==> src/rtl/fetch_prefetch_unit.sv <==
// Instruction prefetch unit: issues in-order word fetches under a credit limit,
// buffers returned instructions with their PCs, and flushes in-flight work on redirect.
module fetch_prefetch_unit #(
    parameter int unsigned    XLEN     = 32,
    parameter int unsigned    DEPTH    = 4,
    parameter logic [XLEN-1:0] RESET_PC = XLEN'(32'h0000_0000)
) (
    input  logic                           clk,
    input  logic                           resetn,
    output logic                           imem_req_valid,
    input  logic                           imem_req_ready,
    output logic [XLEN-1:0]                imem_req_addr,
    input  logic                           imem_rsp_valid,
    input  logic [31:0]                    imem_rsp_data,
    input  logic                           redirect_valid,
    input  logic [XLEN-1:0]                redirect_pc,
    output logic                           inst_valid,
    input  logic                           inst_ready,
    output logic [31:0]                    inst_data,
    output logic [XLEN-1:0]                inst_pc,
    output logic [$clog2(DEPTH+1)-1:0]     fifo_count
);

    localparam int unsigned CW = $clog2(DEPTH + 1);
    localparam int unsigned SW = CW + 1;
    localparam int unsigned PW = $clog2(DEPTH);

    typedef enum logic {
        ST_FETCH = 1'b0,
        ST_FLUSH = 1'b1
    } state_e;

    state_e          state_q,    state_d;
    logic [XLEN-1:0] fetch_pc_q, fetch_pc_d;
    logic            req_valid_q, req_valid_d;
    logic [CW-1:0]   out_q,      out_d;
    logic [CW-1:0]   disc_q,     disc_d;
    logic [CW-1:0]   cnt_q,      cnt_d;
    logic [PW-1:0]   wr_ptr_q,   wr_ptr_d;
    logic [PW-1:0]   rd_ptr_q,   rd_ptr_d;
    logic [PW-1:0]   pcq_wr_q,   pcq_wr_d;
    logic [PW-1:0]   pcq_rd_q,   pcq_rd_d;

    logic [XLEN-1:0] pcq_mem  [DEPTH];
    logic [31:0]     buf_data [DEPTH];
    logic [XLEN-1:0] buf_pc   [DEPTH];

    logic req_hs;
    logic rsp_acc;
    logic rsp_keep;
    logic pop;

    // Handshake qualification; a response with nothing in flight is a protocol error and ignored
    always_comb begin
        req_hs   = req_valid_q & imem_req_ready;
        rsp_acc  = imem_rsp_valid & (out_q != '0);
        rsp_keep = rsp_acc & (disc_q == '0) & ~redirect_valid & (state_q == ST_FETCH);
        pop      = (cnt_q != '0) & inst_ready;
    end

    // Next-state: fetch PC, in-flight/discard accounting, buffer pointers, FSM, request credit
    always_comb begin
        state_d     = state_q;
        fetch_pc_d  = fetch_pc_q;
        out_d       = out_q;
        disc_d      = disc_q;
        cnt_d       = cnt_q;
        wr_ptr_d    = wr_ptr_q;
        rd_ptr_d    = rd_ptr_q;
        pcq_wr_d    = pcq_wr_q;
        pcq_rd_d    = pcq_rd_q;
        req_valid_d = 1'b0;

        if (req_hs) begin
            fetch_pc_d = fetch_pc_q + XLEN'(4);
            pcq_wr_d   = pcq_wr_q + PW'(1);
        end
        if (rsp_acc) begin
            pcq_rd_d = pcq_rd_q + PW'(1);
        end
        out_d = out_q + CW'(req_hs) - CW'(rsp_acc);

        if (rsp_acc && (disc_q != '0)) begin
            disc_d = disc_q - CW'(1);
        end

        if (rsp_keep) begin
            wr_ptr_d = wr_ptr_q + PW'(1);
        end
        if (pop) begin
            rd_ptr_d = rd_ptr_q + PW'(1);
        end
        cnt_d = cnt_q + CW'(rsp_keep) - CW'(pop);

        if ((state_q == ST_FLUSH) && (disc_d == '0)) begin
            state_d = ST_FETCH;
        end

        // Redirect wins over everything: every request still in flight becomes a discard
        if (redirect_valid) begin
            fetch_pc_d = redirect_pc & ~XLEN'(3);
            wr_ptr_d   = '0;
            rd_ptr_d   = '0;
            cnt_d      = '0;
            disc_d     = out_d;
            state_d    = (out_d != '0) ? ST_FLUSH : ST_FETCH;
        end

        req_valid_d = (state_d == ST_FETCH) && ((SW'(cnt_d) + SW'(out_d)) < SW'(DEPTH));
    end

    always_ff @(posedge clk or negedge resetn) begin
        if (!resetn) begin
            state_q     <= ST_FETCH;
            fetch_pc_q  <= RESET_PC;
            req_valid_q <= 1'b0;
            out_q       <= '0;
            disc_q      <= '0;
            cnt_q       <= '0;
            wr_ptr_q    <= '0;
            rd_ptr_q    <= '0;
            pcq_wr_q    <= '0;
            pcq_rd_q    <= '0;
        end else begin
            state_q     <= state_d;
            fetch_pc_q  <= fetch_pc_d;
            req_valid_q <= req_valid_d;
            out_q       <= out_d;
            disc_q      <= disc_d;
            cnt_q       <= cnt_d;
            wr_ptr_q    <= wr_ptr_d;
            rd_ptr_q    <= rd_ptr_d;
            pcq_wr_q    <= pcq_wr_d;
            pcq_rd_q    <= pcq_rd_d;
        end
    end

    // Storage arrays; contents are only observed through valid-qualified pointers
    always_ff @(posedge clk) begin
        if (req_hs) begin
            pcq_mem[pcq_wr_q] <= fetch_pc_q;
        end
        if (rsp_keep) begin
            buf_data[wr_ptr_q] <= imem_rsp_data;
            buf_pc[wr_ptr_q]   <= pcq_mem[pcq_rd_q];
        end
    end

    always_comb begin
        imem_req_valid = req_valid_q;
        imem_req_addr  = fetch_pc_q;
        inst_valid     = (cnt_q != '0);
        inst_data      = inst_valid ? buf_data[rd_ptr_q] : 32'h0;
        inst_pc        = inst_valid ? buf_pc[rd_ptr_q]   : '0;
        fifo_count     = cnt_q;
    end

endmodule

==> config.mk <==
export PLATFORM = sky130hd
export DESIGN_NAME = fetch_prefetch_unit
export DESIGN_NICKNAME = d
export VERILOG_FILES = /design/src/rtl/fetch_prefetch_unit.sv
export SDC_FILE = /design/constraint.sdc
export NUM_CORES = 1
export LEC_CHECK = 0
export CELL_PAD_IN_SITES_DETAIL_PLACEMENT = 0
export CELL_PAD_IN_SITES_GLOBAL_PLACEMENT = 1
export CORE_ASPECT_RATIO = 1.1
export CORE_MARGIN = 10
export CORE_UTILIZATION = 36
export DETAILED_ROUTE_END_ITERATION = 7
export PLACE_DENSITY = 0.58
export SETUP_SLACK_MARGIN = 0.05
export SYNTH_ARGS = -nofsm -noshare
export SYNTH_HDL_FRONTEND = slang
export SYNTH_SLANG_ARGS = --single-unit
==> constraint.sdc <==
create_clock -name clk -period 6.37 [get_ports clk]
set_clock_uncertainty 0.05 [all_clocks]
set_input_delay 1.274 -clock clk [delete_from_list [all_inputs] [get_ports clk]]
set_output_delay 1.274 -clock clk [all_outputs]
set_load 0.01 [all_outputs]
==> impl_metrics.ini <==
[route]
dr.max_layer_used = met5
viasPerCell = 5.114
dr_wl_met2_mm = 18.11
drt-met1-wl_mm = 17.09
vias = 8602
wire_per_inst_um = 22.52
drt_wl_total_mm = 37.88
drtAntennaViolNets = 0
route.detailed.drc = 0
dr.pass1.iters = 5
drt_iter0_drc = 547
met3_length_mm = 1.892

[grt]
grt_pass1_wl_mm = 57.84
antenna_found_initial = 1
grt_pass1_vias = 9212
grt-ovfl-total = 0
grt_max_degree = 66
grt.total_usage_pct = 13.63

[timing]
worst_pin_slew_ns = 0.9350
finalCritPeriodShare_pct = 71.11
setup_violations = 0
setup-tns-final_ns = 0
min_period_ns = 4.530
rsz0062_at_grt = no
max_freq_mhz = 220.8
holdWs_ns = 0.4990
hold_viol = 0
timing.final.max_slew_violations = 0
slew_headroom_pct = 37.67

[setup_path]
cp.arrival_ns = 3.21
cp_top_family = flip-flops
cp_max_fo = 38
crit_buf_inv = 2
worstPathCellList = buf_4 -> mux4_2 -> and2_1 -> clkdlybuf4s50_1
critical_path.endpoint_type = output port
critPathMaxStageDelay_ns = 0.97
r2r-end = imem_req_valid
critPathRequiredTime_ns = 5.05
startpoint_type = flop
r2r-start = fifo_count[1]
r2r_cells = 14
setup.worst_path.class = reg2out
crit_path_start = rd_ptr_q[0]
r2r_slack_ns = 2.56
cp_slowest_cell = dfrtp_4

[floorplan]
fp.dieH_um = 245.9
io_pins = 171
initial_core_util_pct = 36.49
coreArea_sq_mm = 0.04576
rows = 82
die_x_um = 225.4
die_area_sq_mm = 0.05541

[place]
gp_congestion = 0.7504
dpl_cell_area_sq_mm = 0.01897
dp_hpwl_mm = 22.95
portBuffers = 164

[logic_synthesis]
ys_seq_elements = 417
synth_cell_types = 49
synth-async-reset-ratio_pct = 11.75
synthFlopType = edfxtp_1
synth_area_sq_mm = 0.01670
ys_warn_count = 0
synth_edf_count = 368
syn_inst = 882
synth-seq-area-share_pct = 73.52
avgSynthCellArea_sq_um = 18.93
yosysTopAreaCellShare_pct = 66.18
synth_top_cell_by_area = edfxtp_1
synth_top_cells_by_area = edfxtp_1 66%, mux4_2 12%, dfrtp_1 7.3%, and2_1 2.5%, ha_1 1.3%

[clocking]
clockBufferDepth = 3
numCtsBuffers = 44
h-tree-depth = 2
cts_tree = done
ctsHoldBuffers = 0
post_cts_buffers = 0
insertion_delay_ns = 0.55
path_clk_slew_ns = 0.06
cts_sinks = 417
cts_resized = 0
cts_root_buf = clkbuf_16

[hold_path]
hold_depth = 1
hp-start = wr_ptr_q[0]
hold_path_class = reg2reg
hold_end = wr_ptr_q[0]

[final_layout]
areaGrowthSynthToFinish_pct = 21.96
stdcell_area_sq_mm = 0.02037
drive_above_1_share_pct = 17.46
n_antenna_cell = 0
fin_util_pct = 44.51
fin_nets = 1147

[power]
p_switching_uw = 2190
pwr-share-comb_pct = 25.5
peakVddDrop_v = 0.0001853
p_clk_share_pct = 31.3
p_leak_uw = 0.006600
p_sw_share_pct = 27.49
p_seq_share_pct = 43.3
powerDensity_mw_per_mm2 = 391.3
p_int_uw = 5778

[outcome]
status = completed

[run]
maxCapViolCount = 0
-- synthesized netlist by cell type (2+ instances only) --
library cell  instances
o21ai_0              15
and3_1                8
o21a_1                2
buf_2                14
xor2_1                9
xnor2_1              13
nand4_1              16
nor3b_1               3
nand2_1              27
a22oi_1               3
or4_1                 8
buf_4                 4
o31ai_1              13
a31oi_1               9
nor4b_1               2
inv_1                16
buf_1                 4
and2_1               68
and4_1                3
mux4_2               92
fa_1                  2
or3_1                 2
mux2_2                4
nor3_1                6
dfrtp_1              49
edfxtp_1            368
o31a_1                2
nand3_1              23
mux2i_1               4
nor4_1                3
nor2b_1               9
clkbuf_1             26
ha_1                 17
a21oi_1               4
nor2_1               20
-- worst max path at each step --
| stage | slack [ns] | endpoint | cells past startpoint |
|---|---|---|---|
| after global routing | 1.60 | inst_data[2] | 4 |
| final | 1.84 | inst_data[7] | 4 |
| after detailed placement | 1.54 | imem_req_valid | 15 |
| after floorplan | 2.39 | imem_req_valid | 15 |
| after global placement | 1.54 | imem_req_valid | 15 |
| after CTS | 1.67 | inst_data[2] | 4 |
-- placed cells by master, fill, tap and decap left out, types with 4 or more instances in the layout --
cell type        count
edfxtp_1           368
clkdlybuf4s50_1    162
mux4_2              92
and2_1              64
clkbuf_16           45
dfrtp_1             45
nand2_1             27
nand3_1             23
nor2_1              20
ha_1                17
inv_1               16
nand4_1             16
o21ai_0             15
xnor2_1             13
o31ai_1             13
clkbuf_1            12
buf_4               12
xor2_1               9
nor2b_1              9
a31oi_1              9
clkinv_2             9
or4_1                8
nor3_1               6
clkinv_1             6
mux2i_1              4
and3_1               4
and2_4               4
and3_2               4
mux2_2               4
a21oi_1              4
conb_1               4
-- layout make-up --
class | count | area, sq um
timing repair buffer | 176 | 1722
multi-input combinational | 403 | 4165
tap | 588 | 735.7
inverter | 16 | 60.06
sequential | 417 | 12280
clock inverter | 23 | 200.2
clock buffer | 59 | 1199
fill | 4026 | 25390
-- per-stage QoR --
step / setup WS, ns / cells / power [uW]
CTS: 1.672 / 1682 / 8120
global placement: 1.538 / 1600 / 5597
finish: 1.840 / 1682 / 7968
global route: 1.604 / 1682 / 8381
detailed placement: 1.543 / 1600 / 5614
floorplan: 2.385 / 885 / 4648
-- logic make-up after synthesis --
family	share of synthesized area, %
simple gates	7.096
xor+xnor	1.154
buf+inv	1.701
flops	73.52
fa+ha+maj	1.514
other cells	0.02246
compound gates	2.076
mux	12.92
-- routing by layer --
metal	GRT usage, %	vias up
met4	3.796	2
met1	18.00	4487
met5	0	-
li1	-	3861
met3	3.161	57
met2	22.15	195
-- state kept, by name, indices dropped and copies added (netlist names) --
signal,flops
buf_data,128
buf_pc,120
disc_q,3
fifo_count,3
imem_req_addr,30
imem_req_valid,1
out_q,3
pcq_mem,120
pcq_rd_q,2
pcq_wr_q,2
rd_ptr_q,2
state_q,1
wr_ptr_q,2
-- power by group through the flow --
stage	clock network (uW)	registers [uW]	logic (uW)
2_1_floorplan	0	3350	1300
5_1_grt	2670	3480	2230
3_5_place_dp	0	3520	2100
4_1_cts	2560	3460	2100
6_report	2490	3450	2030
3_3_place_gp	0	3510	2090
Power figures use the tool's default switching activity.
